===== src/rtl/phase_accumulator.sv =====
// Per-operator phase accumulator: builds the phase increment from fnum/block/mult/vibrato.
// Optional macro OPL2_PHASE_FWD_EN forwards in-flight updates to same-operator reads.
module phase_accumulator #(
    parameter int NUM_OPERATORS   = 18,
    parameter int PHASE_ACC_WIDTH = 20,
    parameter int PHASE_OUT_WIDTH = 10,
    parameter int REG_FNUM_WIDTH  = 10,
    parameter int REG_BLOCK_WIDTH = 3,
    parameter int REG_MULT_WIDTH  = 4,
    parameter int VIB_VAL_WIDTH   = 3
) (
    input  logic                       clk,
    input  logic                       reset,
    input  logic                       op_valid,
    input  logic [4:0]                 op_num,
    input  logic [REG_FNUM_WIDTH-1:0]  fnum,
    input  logic [REG_BLOCK_WIDTH-1:0] block,
    input  logic [REG_MULT_WIDTH-1:0]  mult,
    input  logic                       vib,
    input  logic [VIB_VAL_WIDTH-1:0]   vib_val,
    input  logic                       key_on_pulse,
    output logic                       busy,
    output logic                       phase_valid,
    output logic [4:0]                 phase_op,
    output logic [PHASE_OUT_WIDTH-1:0] phase_out
);

    localparam int SUM_W  = REG_FNUM_WIDTH + 2;
    localparam int PROD_W = REG_FNUM_WIDTH + (2 ** REG_BLOCK_WIDTH) - 1 + 5;

    typedef enum logic {ST_CLEAR, ST_RUN} state_t;

    state_t state_q, state_d;
    logic [4:0] clr_cnt_q, clr_cnt_d;

    logic                       p0_valid_q, p0_valid_d;
    logic [4:0]                 p0_op_q, p0_op_d;
    logic [REG_FNUM_WIDTH-1:0]  p0_fnum_q, p0_fnum_d;
    logic [REG_BLOCK_WIDTH-1:0] p0_block_q, p0_block_d;
    logic [REG_MULT_WIDTH-1:0]  p0_mult_q, p0_mult_d;
    logic                       p0_vib_q, p0_vib_d;
    logic [VIB_VAL_WIDTH-1:0]   p0_vib_val_q, p0_vib_val_d;
    logic                       p0_kon_q, p0_kon_d;

    logic                       p1_valid_q, p1_valid_d;
    logic [4:0]                 p1_op_q, p1_op_d;
    logic [PHASE_ACC_WIDTH-1:0] p1_acc_q, p1_acc_d;
    logic [PHASE_ACC_WIDTH-1:0] p1_inc_q, p1_inc_d;
    logic                       p1_kon_q, p1_kon_d;

    logic                       phase_valid_q, phase_valid_d;
    logic [4:0]                 phase_op_q, phase_op_d;
    logic [PHASE_OUT_WIDTH-1:0] phase_out_q, phase_out_d;

    logic [PHASE_ACC_WIDTH-1:0] mem_q [NUM_OPERATORS];
    logic                       wr_en_d;
    logic [4:0]                 wr_addr_d;
    logic [PHASE_ACC_WIDTH-1:0] wr_data_d;

    logic signed [SUM_W-1:0]    fv_sum;
    logic [REG_FNUM_WIDTH-1:0]  fv;
    logic [4:0]                 m2;
    logic [PROD_W-1:0]          prod;
    logic [PHASE_ACC_WIDTH-1:0] new_acc;

    // Doubled multiplier: half-step code 0 and the repeated top codes
    function automatic logic [4:0] mult_x2(input logic [REG_MULT_WIDTH-1:0] m);
        case (m)
            4'd0:    mult_x2 = 5'd1;
            4'd1:    mult_x2 = 5'd2;
            4'd2:    mult_x2 = 5'd4;
            4'd3:    mult_x2 = 5'd6;
            4'd4:    mult_x2 = 5'd8;
            4'd5:    mult_x2 = 5'd10;
            4'd6:    mult_x2 = 5'd12;
            4'd7:    mult_x2 = 5'd14;
            4'd8:    mult_x2 = 5'd16;
            4'd9:    mult_x2 = 5'd18;
            4'd10:   mult_x2 = 5'd20;
            4'd11:   mult_x2 = 5'd20;
            4'd12:   mult_x2 = 5'd24;
            4'd13:   mult_x2 = 5'd24;
            default: mult_x2 = 5'd30;
        endcase
    endfunction

    // Clear sweep sequencing, then free-running RUN
    always_comb begin
        state_d   = state_q;
        clr_cnt_d = clr_cnt_q;
        if (state_q == ST_CLEAR) begin
            if (clr_cnt_q == 5'(NUM_OPERATORS - 1)) begin
                state_d   = ST_RUN;
                clr_cnt_d = '0;
            end else begin
                clr_cnt_d = clr_cnt_q + 5'd1;
            end
        end
    end

    // P0: accept and register a request for a legal operator
    always_comb begin
        p0_valid_d   = op_valid && (state_q == ST_RUN)
                       && (op_num < 5'(NUM_OPERATORS));
        p0_op_d      = p0_valid_d ? op_num : p0_op_q;
        p0_fnum_d    = fnum;
        p0_block_d   = block;
        p0_mult_d    = mult;
        p0_vib_d     = vib;
        p0_vib_val_d = vib_val;
        p0_kon_d     = key_on_pulse;
    end

    // P2 arithmetic: next accumulator value of the operator in P1
    always_comb begin
        new_acc = p1_kon_q ? '0 : p1_acc_q + p1_inc_q;
    end

    // P1: accumulator read (optionally forwarded) and increment
    always_comb begin
        fv_sum = $signed({2'b00, p0_fnum_q});
        if (p0_vib_q) begin
            fv_sum = fv_sum + SUM_W'($signed(p0_vib_val_q));
        end
        if (fv_sum[SUM_W-1]) begin
            fv = '0;
        end else if (fv_sum[SUM_W-2]) begin
            fv = '1;
        end else begin
            fv = fv_sum[REG_FNUM_WIDTH-1:0];
        end
        m2       = mult_x2(p0_mult_q);
        prod     = (PROD_W'(fv) << p0_block_q) * PROD_W'(m2);
        p1_inc_d = PHASE_ACC_WIDTH'(prod >> 2);
        p1_acc_d = mem_q[p0_op_q];
`ifdef OPL2_PHASE_FWD_EN
        if (p1_valid_q && (p1_op_q == p0_op_q)) begin
            p1_acc_d = new_acc;
        end
`endif
        p1_valid_d = p0_valid_q;
        p1_op_d    = p0_op_q;
        p1_kon_d   = p0_kon_q;
    end

    // P2: write-back selection and output registers
    always_comb begin
        phase_valid_d = p1_valid_q;
        phase_op_d    = p1_valid_q ? p1_op_q : phase_op_q;
        phase_out_d   = p1_valid_q
                        ? new_acc[PHASE_ACC_WIDTH-1 -: PHASE_OUT_WIDTH]
                        : phase_out_q;
        if (state_q == ST_CLEAR) begin
            wr_en_d   = !reset;
            wr_addr_d = clr_cnt_q;
            wr_data_d = '0;
        end else begin
            wr_en_d   = p1_valid_q && !reset;
            wr_addr_d = p1_op_q;
            wr_data_d = new_acc;
        end
    end

    // Control and pipeline registers with synchronous reset
    always_ff @(posedge clk) begin
        if (reset) begin
            state_q       <= ST_CLEAR;
            clr_cnt_q     <= '0;
            p0_valid_q    <= 1'b0;
            p1_valid_q    <= 1'b0;
            phase_valid_q <= 1'b0;
            phase_op_q    <= '0;
            phase_out_q   <= '0;
            p0_op_q       <= '0;
        end else begin
            state_q       <= state_d;
            clr_cnt_q     <= clr_cnt_d;
            p0_valid_q    <= p0_valid_d;
            p1_valid_q    <= p1_valid_d;
            phase_valid_q <= phase_valid_d;
            phase_op_q    <= phase_op_d;
            phase_out_q   <= phase_out_d;
            p0_op_q       <= p0_op_d;
        end
    end

    // Datapath registers; validity is carried by the control flops
    always_ff @(posedge clk) begin
        p0_fnum_q    <= p0_fnum_d;
        p0_block_q   <= p0_block_d;
        p0_mult_q    <= p0_mult_d;
        p0_vib_q     <= p0_vib_d;
        p0_vib_val_q <= p0_vib_val_d;
        p0_kon_q     <= p0_kon_d;
        p1_op_q      <= p1_op_d;
        p1_acc_q     <= p1_acc_d;
        p1_inc_q     <= p1_inc_d;
        p1_kon_q     <= p1_kon_d;
    end

    // Accumulator memory: clear sweep or P2 write-back
    always_ff @(posedge clk) begin
        if (wr_en_d) begin
            mem_q[wr_addr_d] <= wr_data_d;
        end
    end

    assign busy        = (state_q == ST_CLEAR);
    assign phase_valid = phase_valid_q;
    assign phase_op    = phase_op_q;
    assign phase_out   = phase_out_q;

endmodule

===== config.mk =====
export PLATFORM = sky130hd
export DESIGN_NAME = phase_accumulator
export DESIGN_NICKNAME = d
export VERILOG_FILES = /design/src/rtl/phase_accumulator.sv
export SDC_FILE = /design/constraint.sdc
export NUM_CORES = 1
export LEC_CHECK = 0
export BUFFER_PORTS_ARGS = -buffer_cell sky130_fd_sc_hd__buf_2
export CAP_MARGIN = 20
export CORE_AREA = 3 3 143 284
export CTS_BUF_LIST = sky130_fd_sc_hd__clkbuf_4 sky130_fd_sc_hd__clkbuf_8
export DETAILED_ROUTE_END_ITERATION = 8
export DIE_AREA = 0 0 146 287
export PLACE_DENSITY = 0.71
export SYNTH_ARGS = -nofsm -noshare
export SYNTH_HDL_FRONTEND = slang
export SYNTH_SLANG_ARGS = --single-unit

===== constraint.sdc =====
create_clock -name clk -period 15.76 [get_ports clk]
set_clock_uncertainty 0.1 [all_clocks]
set_input_delay 0.788 -clock clk [delete_from_list [all_inputs] [get_ports clk]]
set_output_delay 0.788 -clock clk [all_outputs]
set_load 0.1 [all_outputs]

==> results.py <==
metrics = {
    "run_status": {
        "run_status": "complete, no violations",
    },
    "final_layout": {
        "layout-drive-gt1-share": 0.207,
        "areaGrowthSynthToFinish_pct": 10.5,
        "final_core_util": 0.606,
        "final_nets": 1658,
        "nFillCells": 2865,
    },
    "detailed_routing": {
        "antenna_left": 0,
        "wire_per_inst_um": 24.2,
        "drt_first_iter_violations": 938,
        "dr.pass1.iters": 5,
        "drc": 0,
        "vias_per_cell": 6.05,
        "routed_wl_mm": 50.6,
        "num_vias": 12700,
    },
    "floorplan": {
        "initial_core_util": 0.548,
        "die_x_um": 146,
        "die_area_um2": 41900,
        "die_h_um": 287,
        "ios": 47,
        "std_cell_rows": 102,
        "coreArea_um2": 38700,
    },
    "clock_network": {
        "post_cts_resized": 0,
        "postCtsHoldBufs": 0,
        "tritoncts": "yes",
        "cts_root_buffer": "clkbuf_8",
        "cts_made_buffers": 60,
        "cts.sinks": 458,
        "postCtsSetupRepairBufs": 0,
        "clock_path_buffers": 3,
        "clk_transition_reported_paths_ps": 70,
        "insertion_delay_ps": 650,
        "htreeDepth": 2,
    },
    "logic_synthesis": {
        "syn_inst": 1444,
        "synth-edff-count": 360,
        "ys_ff_latch": 458,
        "synth_area_um2": 21200,
        "synth_cell_type_count": 74,
        "async_reset_ff_frac": 0,
        "synth_flop_cell": "edfxtp_1",
        "seq_area_frac_synth": 0.602,
        "synth.net_count": 1582,
        "synth.avg_cell_area_um2": 14.7,
        "yosys_warnings": 0,
    },
    "setup_path": {
        "cp_data_required_time_ps": 16220,
        "r2r_cells": 22,
        "endpoint_kind": "register",
        "reg2reg_from": "p0_vib_val_q[2]",
        "crit_path_end": "p1_inc_q[19]",
        "start_kind": "register",
        "crit_arrival_ps": 7970,
        "critPathLaunch": "p0_vib_val_q[2]",
        "rrSetupSlack_ps": 8250,
        "reg2reg_to": "p1_inc_q[19]",
        "critPathKind": "reg2reg",
        "path_max_fanout": 18,
    },
    "pwr": {
        "power_frac_seq": 0.492,
        "p_int_mw": 1.99,
        "swShare": 0.272,
        "power_frac_clock": 0.338,
        "powerDensity_nw_per_um2": 117,
        "net-switching-power_mw": 0.747,
        "irDropWorstVdd_mv": 0.109,
        "p_comb_frac": 0.170,
        "leakage_nw": 8.56,
    },
    "timing": {
        "finalSetupTns_ps": 0,
        "worst_pin_slew_ps": 1090,
        "drv_slew": 0,
        "report.final.hold_viol_count": 0,
        "rsz0062_at_grt": "false",
        "finalCritPeriodShare": 0.477,
        "finalCriticalPeriod_ps": 7510,
        "setup_viol": 0,
        "max_slew_margin": 0.271,
        "max_freq_ghz": 0.133,
    },
    "global_routing": {
        "grt_overflow": 0,
        "grt_usage": 0.243,
        "first_global_vias": 13500,
        "grt_antenna_before_repair": 1,
        "grt_max_degree": 62,
        "grt_pass1_wl_mm": 76.9,
    },
    "place": {
        "gp_congestion": 0.943,
        "dp_hpwl_mm": 32.8,
        "port_buffers": 46,
    },
    "worst_hold_path": {
        "hp-class": "in2reg",
        "hold_path_startpoint": "key_on_pulse",
    },
    "job": {
        "drv_cap": 0,
    },
}
per-stage QoR:
step	cells	hold WS, ps	instance area, um^2	setup WS (ps)	power, mW
global route	2092	110	23400	7780	2.85
detailed placement	1974	214	22100	8350	1.84
floorplan	1444	210	21200	9440	1.70
global placement	1974	212	22100	8480	1.83
CTS	2087	101	23400	8330	2.76
finish	2092	131	23400	8250	2.74
power by group through the flow:
stage	registers, mW	clock network (mW)	logic, mW
after global routing	1.35	0.992	0.509
after floorplan	1.36	0	0.336
final	1.35	0.926	0.467
after detailed placement	1.37	0	0.462
after CTS	1.35	0.944	0.464
after global placement	1.37	0	0.452
synth_stat cells, types with 3 or more instances:
library cell | n | area (um^2)
or2_2 | 7 | 43.8
o2bb2ai_1 | 7 | 61.3
o32ai_1 | 9 | 78.8
dfxtp_1 | 98 | 1960
nand2_1 | 62 | 233
o21bai_1 | 9 | 67.6
a21o_1 | 20 | 150
and3_1 | 14 | 87.6
o211ai_1 | 9 | 67.6
clkbuf_1 | 44 | 165
edfxtp_1 | 360 | 10800
buf_1 | 14 | 52.6
xor2_1 | 15 | 131
a211oi_1 | 11 | 82.6
and2_1 | 17 | 106
a2111oi_0 | 5 | 43.8
o22ai_1 | 4 | 25.0
mux4_2 | 102 | 2300
o21ai_0 | 20 | 100
o31ai_1 | 3 | 22.5
a31oi_1 | 7 | 43.8
a21oi_1 | 57 | 285
a31o_2 | 3 | 26.3
a32o_1 | 5 | 50.1
o2111a_1 | 5 | 56.3
a41o_1 | 3 | 30.0
nor4_1 | 7 | 43.8
or3_1 | 6 | 37.5
nor2_1 | 125 | 469
nand3_1 | 18 | 90.1
o21a_1 | 9 | 67.6
nor3_1 | 23 | 115
nor2b_1 | 15 | 93.8
ha_1 | 61 | 763
nand2b_1 | 7 | 43.8
o2111ai_1 | 4 | 35.0
a211o_1 | 7 | 61.3
nand4_1 | 6 | 37.5
inv_1 | 97 | 364
xnor2_1 | 26 | 228
mux2i_1 | 36 | 360
fa_1 | 47 | 941
layout make-up:
cell class                 instances  area, um^2  share of cell area
clock inverter                    31         273              0.0116
inverter                          99         372              0.0159
antenna                            1        2.50            0.000107
multi-input combinational        827        7890               0.337
sequential                       458       12800               0.545
tap                              520         651              0.0278
timing repair buffer              74         453              0.0193
clock buffer                      82        1020              0.0434
routing by layer:
layer	vias up	part of all wire	track usage
li1	5644	-	-
met1	6399	0.34	0.255
met2	459	0.56	0.470
met3	162	0.049	0.0282
met4	0	0.057	0.127
met5	-	0	0
cells in the final DEF, fill, tap and decap left out, types with 36 or more instances in the layout:
cell	count
a21oi_1	57
buf_2	46
clkbuf_8	64
dfxtp_1	93
edfxtp_1	360
fa_1	47
ha_1	61
inv_1	97
mux2i_1	36
mux4_2	102
nand2_1	62
nor2_1	107
flip-flops by register name, summed over array words and instances (netlist names), 3 cells and up:
name          cells
p0_fnum_q        10
m2                5
p1_inc_q         20
clr_cnt_q         5
p0_op_q           5
p1_acc_q         20
phase_op          5
mem_q           360
phase_out        10
p0_vib_val_q      3
p0_block_q        3
p1_op_q           5
cells by family (layout without fill, tap and decap cells):
family                     Yosys count  count (layout)  share of synthesized area
and+or+nand+nor                    317             317                     0.0699
DFF                                458             458                      0.602
xor gates and xnor gates            41              41                     0.0169
other                                0               1                          0
muxes                              141             141                      0.127
adders and majority gates          108             108                     0.0804
buffers and inverters              159             286                     0.0283
AOI/OAI and AO/OA                  220             220                     0.0747
how the worst min path moves through the flow:
stage	to	cells after the start
detailed placement	p1_kon_q	0
global placement	p1_kon_q	0
finish	p0_kon_q	1
CTS	p0_kon_q	1
floorplan	p1_kon_q	0
global route	p0_fnum_q[0]	1
critical path: stages, from the launching register on:
cell and delay, ps:
dfxtp_1 630, ha_1 380, o21a_1 230, a211o_1 340
a21oi_1 240, a211o_1 250, mux2i_4 590, o211ai_1 450
o22ai_1 340, fa_1 460, fa_1 480, inv_1 50
fa_1 480, inv_1 50, ha_1 330, a21o_1 210
a211oi_1 410, o21ai_0 130, a31o_2 280, a2111oi_0 520
o21bai_1 150, a21oi_1 200, xnor2_1 140
No activity file was read; power rests on OpenSTA's default activity.
